`src/rtl/pipe_pkg.sv`:
```
// Shared types and constants for the pipeline hazard/halt controller:
// FSM state encoding, the per-cycle control bundle and its canned patterns.
package pipe_pkg;

    typedef enum logic [1:0] {
        RUN      = 2'd0,
        MEM_WAIT = 2'd1,
        DRAIN    = 2'd2,
        HALTED   = 2'd3
    } state_t;

    typedef struct packed {
        logic pc_write;
        logic ifid_stall;
        logic ifid_flush;
        logic idex_stall;
        logic idex_flush;
        logic exmem_stall;
    } ctrl_t;

    localparam int DRAIN_CYCLES_DEF = 4;
    localparam int MEM_TIMEOUT_DEF  = 255;

    // Bit order: pc_write, ifid_stall, ifid_flush, idex_stall, idex_flush, exmem_stall
    localparam ctrl_t CTRL_NORMAL     = ctrl_t'(6'b100000);
    localparam ctrl_t CTRL_FREEZE     = ctrl_t'(6'b010101);
    localparam ctrl_t CTRL_REDIRECT   = ctrl_t'(6'b101010);
    localparam ctrl_t CTRL_BUBBLE     = ctrl_t'(6'b010010);
    localparam ctrl_t CTRL_RESET      = ctrl_t'(6'b001010);
    localparam ctrl_t CTRL_DRAIN      = ctrl_t'(6'b001000);
    localparam ctrl_t CTRL_DRAIN_BUSY = ctrl_t'(6'b001101);
    localparam ctrl_t CTRL_HALTED     = ctrl_t'(6'b010010);

endpackage

```
`src/rtl/hazard_detect.sv`:
```
// Combinational load-use comparator: a load in EX whose destination is read
// by the instruction currently in ID.
module hazard_detect (
    input  logic       ex_MemRead,
    input  logic [4:0] ex_rt,
    input  logic [4:0] id_rs,
    input  logic [4:0] id_rt,
    input  logic       id_uses_rt,
    output logic       hazard
);
    always_comb begin
        hazard = ex_MemRead && (ex_rt != 5'd0) &&
                 ((ex_rt == id_rs) || (id_uses_rt && (ex_rt == id_rt)));
    end
endmodule

```
`src/rtl/pipeline_ctrl.sv`:
```
// Pipeline stall/flush/halt controller with memory-wait timeout detection.
// Define PIPELINE_CTRL_STATS_EN to add the stall/flush/halt cycle counters.
module pipeline_ctrl
    import pipe_pkg::*;
#(
    parameter int DRAIN_CYCLES = DRAIN_CYCLES_DEF,
    parameter int MEM_TIMEOUT  = MEM_TIMEOUT_DEF
) (
    input  logic        clk,
    input  logic        reset,
    input  logic [4:0]  id_rs,
    input  logic [4:0]  id_rt,
    input  logic        id_uses_rt,
    input  logic        ex_MemRead,
    input  logic [4:0]  ex_rt,
    input  logic        ex_branch_taken,
    input  logic        ex_jump,
    input  logic        mem_busy,
    input  logic        halt_req,
    output logic        PCWrite,
    output logic        IFID_stall,
    output logic        IFID_flush,
    output logic        IDEX_stall,
    output logic        IDEX_flush,
    output logic        EXMEM_stall,
    output logic        halted,
`ifdef PIPELINE_CTRL_STATS_EN
    output logic [31:0] stall_cnt,
    output logic [31:0] flush_cnt,
    output logic [31:0] halt_cnt,
`endif
    output logic        mem_timeout
);
    localparam int WAIT_W  = (MEM_TIMEOUT  < 2) ? 1 : $clog2(MEM_TIMEOUT + 1);
    localparam int DRAIN_W = (DRAIN_CYCLES < 2) ? 1 : $clog2(DRAIN_CYCLES + 1);
    localparam logic [WAIT_W-1:0]  WAIT_MAX   = WAIT_W'(MEM_TIMEOUT);
    localparam logic [DRAIN_W-1:0] DRAIN_LOAD = DRAIN_W'(DRAIN_CYCLES);

    state_t              state, state_nxt;
    logic [WAIT_W-1:0]   wait_cnt, wait_nxt;
    logic [DRAIN_W-1:0]  drain_cnt, drain_nxt;
    logic                timeout_flag;
    logic                load_use;
    logic                redirect;
    ctrl_t               ctl;

    hazard_detect u_hazard (
        .ex_MemRead (ex_MemRead),
        .ex_rt      (ex_rt),
        .id_rs      (id_rs),
        .id_rt      (id_rt),
        .id_uses_rt (id_uses_rt),
        .hazard     (load_use)
    );

    assign redirect = ex_branch_taken | ex_jump;

    always_comb begin
        ctl       = CTRL_NORMAL;
        state_nxt = state;
        wait_nxt  = '0;
        drain_nxt = drain_cnt;
        case (state)
            // MEM_WAIT falls back onto the RUN rules in the cycle memory frees up
            RUN, MEM_WAIT: begin
                if (mem_busy) begin
                    ctl       = CTRL_FREEZE;
                    state_nxt = MEM_WAIT;
                    if (state == RUN)
                        wait_nxt = WAIT_W'(1);
                    else if (wait_cnt >= WAIT_MAX)
                        wait_nxt = WAIT_MAX;
                    else
                        wait_nxt = wait_cnt + WAIT_W'(1);
                end else begin
                    state_nxt = RUN;
                    if (redirect) begin
                        ctl = CTRL_REDIRECT;
                    end else if (load_use) begin
                        ctl = CTRL_BUBBLE;
                    end else if (halt_req) begin
                        state_nxt = DRAIN;
                        drain_nxt = DRAIN_LOAD;
                    end
                end
            end
            DRAIN: begin
                if (mem_busy) begin
                    ctl = CTRL_DRAIN_BUSY;
                end else begin
                    ctl = CTRL_DRAIN;
                    if (drain_cnt <= DRAIN_W'(1)) begin
                        state_nxt = HALTED;
                        drain_nxt = '0;
                    end else begin
                        drain_nxt = drain_cnt - DRAIN_W'(1);
                    end
                end
            end
            HALTED: begin
                ctl = CTRL_HALTED;
                if (!halt_req)
                    state_nxt = RUN;
            end
            default: state_nxt = RUN;
        endcase
        if (reset)
            ctl = CTRL_RESET;
    end

    always_ff @(posedge clk) begin
        if (reset) begin
            state        <= RUN;
            wait_cnt     <= '0;
            drain_cnt    <= '0;
            timeout_flag <= 1'b0;
        end else begin
            state        <= state_nxt;
            wait_cnt     <= wait_nxt;
            drain_cnt    <= drain_nxt;
            timeout_flag <= timeout_flag || ((state_nxt == MEM_WAIT) && (wait_nxt == WAIT_MAX));
        end
    end

    assign PCWrite     = ctl.pc_write;
    assign IFID_stall  = ctl.ifid_stall;
    assign IFID_flush  = ctl.ifid_flush;
    assign IDEX_stall  = ctl.idex_stall;
    assign IDEX_flush  = ctl.idex_flush;
    assign EXMEM_stall = ctl.exmem_stall;
    assign halted      = (state == HALTED) && !reset;
    assign mem_timeout = timeout_flag && !reset;

`ifdef PIPELINE_CTRL_STATS_EN
    always_ff @(posedge clk) begin
        if (reset) begin
            stall_cnt <= '0;
            flush_cnt <= '0;
            halt_cnt  <= '0;
        end else begin
            if (ctl.ifid_stall || ctl.idex_stall || ctl.exmem_stall)
                stall_cnt <= stall_cnt + 32'd1;
            if (ctl.ifid_flush || ctl.idex_flush)
                flush_cnt <= flush_cnt + 32'd1;
            if (state == HALTED)
                halt_cnt <= halt_cnt + 32'd1;
        end
    end
`endif

endmodule

```
`config.mk`:
```
export PLATFORM = sky130hd
export DESIGN_NAME = pipeline_ctrl
export DESIGN_NICKNAME = d
export VERILOG_FILES = /design/src/rtl/pipe_pkg.sv /design/src/rtl/hazard_detect.sv /design/src/rtl/pipeline_ctrl.sv
export SDC_FILE = /design/constraint.sdc
export NUM_CORES = 1
export LEC_CHECK = 0
export BUFFER_PORTS_ARGS = -buffer_cell sky130_fd_sc_hd__buf_4
export CORE_ASPECT_RATIO = 1.4
export CORE_UTILIZATION = 30
export DETAILED_ROUTE_END_ITERATION = 8
export PLACE_DENSITY = 0.62
export SYNTH_ARGS = -nofsm -noshare
export SYNTH_HDL_FRONTEND = slang
export SYNTH_SLANG_ARGS = --single-unit
```
`constraint.sdc`:
```
create_clock -name clk -period 4 [get_ports clk]
set_input_delay 0.8 -clock clk [delete_from_list [all_inputs] [get_ports clk]]
set_output_delay 0.8 -clock clk [all_outputs]
set_load 0.1 [all_outputs]
```
==> results_dict.tcl <==
set metrics [dict create \
    outcome "finished clean" \
    critical_path.max_stage_delay_ps 430 \
    endpoint_kind "output pin" \
    cts-resized-gates 0 \
    detailedPlacementHpwl_um 1940 \
    first_global_vias 966 \
    timing.final.crit_period_ps 3100 \
    critical_path.max_fanout 5 \
    total_power_mw 0.348 \
    synth_xor_area_share_pct 12.2 \
    crit_path_arrival_time_ps 2300 \
    yosysWarningCount 0 \
    most_common_cell_after_layout_fill_and_taps_aside "sky130_fd_sc_hd__buf_4" \
    boundaryPins 31 \
    static_power_due_to_leakage_nw 0.491 \
    maxSlewHeadroom_pct 69.0 \
    worst_setup_path_start_kind "primary input" \
    ctsHoldBuffers 0 \
    via_count 998 \
    cts_setup_buffers 0 \
    synth-compound-area-share_pct 24.1 \
    worst_path_most_repeated_cell "sky130_fd_sc_hd__buf_4" \
    ys_seq_area_share_pct 27.9 \
    floorplan.initialDensity_pct 31.9 \
    routed_via_density 5.23 \
    crit_type "primary input to output pin" \
    grtUsageTotal_pct 14.5 \
    cts_made_buffers 3 \
    worst_slew_pin_slew_ps 465 \
    slowest_stage "sky130_fd_sc_hd__a32oi_1" \
    clock-root-buffer "sky130_fd_sc_hd__clkbuf_8" \
    report.final.setup_viol 0 \
    synth_area_per_cell_sq_um 7.98 \
    die-width_um 50.9 \
    placeableCoreArea_sq_um 3150 \
    r2r_setup_slack_ps 2350 \
    ir_drop_mv 0.167 \
    fill_cells 344 \
    route.antenna.remaining_nets 0 \
    holdCritPathClass "flip-flop to flip-flop" \
    grt_residual_overflow 0 \
    nNetsFinal 180 \
    period_share_pct 77.4 \
    synth_top_family_by_area "simple AND/OR/NAND/NOR gates" \
    die_h_um 70.5 \
    grt_pass1_wl_um 4030 \
    avgRoutedWirePerCell_um 12.5 \
    insertion_delay_ps 240 \
    dieArea_sq_um 3590 \
    grt_start_max_net_pins 17 \
    power.density_cell_area_nw_per_um2 269 \
    crit_chain "buf_4 > xor2_1 > nor4_1 > a32oi_1 > nor2_1 > a211oi_2 > buf_4" \
    drv_slew 0 \
    dp.cells 188 \
    yosys.area_share.adder_pct 3.73 \
    critPathRequiredTime_ps 3200 \
    fp-row-count 24 \
    layout_common_cells "sky130_fd_sc_hd__buf_4, sky130_fd_sc_hd__dfxtp_1, sky130_fd_sc_hd__nor2_1" \
    finalClockSkew_ps 1.77 \
    tritoncts_num_sinks 14 \
    area_growth_pct 28.4 \
    detail_route.drc_violations 0 \
    initialDrtViolationCount 39 \
    finalHoldViolCount 0 \
    max-clock-path-buffers 2 \
    tns_ps 0 \
    edff_count_synth 0 \
    io_buffers 30 \
    clk_pin_slew_worst_paths_ps 50 \
    synth.distinct_cells 37 \
    fmaxAchievable_ghz 0.323 \
    synthCells 126 \
    grt_antenna_before_repair 0 \
    finalWeightedCongestion 0.722 \
    ys_dominant_reg_cell "sky130_fd_sc_hd__dfxtp_1" \
    tritoncts "yes" \
    synth_area_sq_um 1010 \
    mappedNetlistNets 152 \
    htree_num_levels 1 \
    rsz0062_at_grt "false" \
    post_synth_mux_area_share_pct 0.995 \
    max_cap_viol_count 0 \
    route.final.wire_length_um 2390 \
    antenna-diode-count 0 \
    async_reset_ff_share_pct 0 \
    synth_simple_gate_area_share_pct 24.6 \
    detailedRoute.firstPassIterationCount 4 \
    layout-drive-gt1-share_pct 28.3 \
    layout.cells.non_filler 191 \
    synth_seq_cells 14 \
]
state kept, by name, summed over array words and instances, names as in the netlist:
signal        cells
wait_cnt          8
drain_cnt         3
state             2
timeout_flag      1
layout make-up:
type / instances / area (sq um) / area share (%)
inverters: 8 / 30.0 / 2.33
clock buffers: 3 / 41.3 / 3.20
flip-flops and latches: 14 / 280 / 21.7
multi-input cells: 97 / 666 / 51.6
well taps: 39 / 48.8 / 3.78
repair buffers: 30 / 225 / 17.4
worst max-delay path: cells and delay by family:
kind,cells,cell delay (ps)
buffers and inverters,2,440
AND/OR/NAND/NOR,2,220
XOR/XNOR,1,170
AO/OA/AOI/OAI,2,670
synthesized netlist by cell type (2+ instances only):
library cell,instances,share of area (%)
sky130_fd_sc_hd__o21ai_0,5,2.5
sky130_fd_sc_hd__nor3_1,4,2.0
sky130_fd_sc_hd__dfxtp_1,14,28
sky130_fd_sc_hd__o41ai_1,2,1.7
sky130_fd_sc_hd__a21oi_1,11,5.5
sky130_fd_sc_hd__inv_1,8,3.0
sky130_fd_sc_hd__nor2b_1,2,1.2
sky130_fd_sc_hd__nand3_1,5,2.5
sky130_fd_sc_hd__or3_1,2,1.2
sky130_fd_sc_hd__nor4_1,5,3.1
sky130_fd_sc_hd__or2_1,2,1.2
sky130_fd_sc_hd__a211oi_1,3,2.2
sky130_fd_sc_hd__a21oi_2,2,1.7
sky130_fd_sc_hd__ha_1,3,3.7
sky130_fd_sc_hd__clkbuf_1,2,0.75
sky130_fd_sc_hd__nor2_1,12,4.5
sky130_fd_sc_hd__o21ba_2,2,2.0
sky130_fd_sc_hd__xor2_1,10,8.7
sky130_fd_sc_hd__a31oi_1,3,1.9
sky130_fd_sc_hd__xnor2_1,4,3.5
sky130_fd_sc_hd__nand2b_1,3,1.9
sky130_fd_sc_hd__buf_2,3,1.5
sky130_fd_sc_hd__nand2_1,5,1.9
cell families (layout without fill, tap and decap cells):
group,Yosys count,after routing
AO/OA/AOI/OAI,35,35
multiplexers,1,1
adder cells (fa/ha/maj),3,3
flip-flops,14,14
AND/OR/NAND/NOR,44,44
XOR/XNOR,14,14
buffers and inverters,15,41
power breakdown:
| part | leakage, nW | total (mW) | switching (mW) | internal, mW |
|---|---|---|---|---|
| Clock | 0.0216 | 0.112 | 0.0456 | 0.0665 |
| Sequential | 0.113 | 0.146 | 0.00398 | 0.142 |
| Combinational | 0.356 | 0.0895 | 0.0560 | 0.0334 |
metrics by stage:
stage / setup slack (ps) / hold slack, ps / instance area [sq um] / util (%)
floorplan: 232 / 503 / 1010 / -
global placement: 939 / 521 / 1250 / 39.6
detailed placement: 898 / 523 / 1250 / 39.6
CTS: 891 / 535 / 1290 / 41.0
global route: 828 / 569 / 1290 / 41.0
finish: 905 / 537 / 1290 / 41.0
layer usage:
metal / global-route usage, % / vias up / share of wire (%)
met3: 1.96 / 6 / 4.1
met5: 0 / - / 0
met4: 5.56 / 0 / 2.0
li1: - / 499 / -
met2: 28.1 / 35 / 55
met1: 14.9 / 458 / 39
final timing paths:
path | from | to | cells after the start
worst max-delay path | ex_rt[2] | PCWrite | 7
worst min-delay path | wait_cnt[6]$_SDFF_PP0_ | wait_cnt[6]$_SDFF_PP0_ | 2
worst max register to register | wait_cnt[0]$_SDFF_PP0_ | wait_cnt[0]$_SDFF_PP0_ | 4
worst min register to register | wait_cnt[6]$_SDFF_PP0_ | wait_cnt[6]$_SDFF_PP0_ | 2
(Power assumes the default switching activity.)
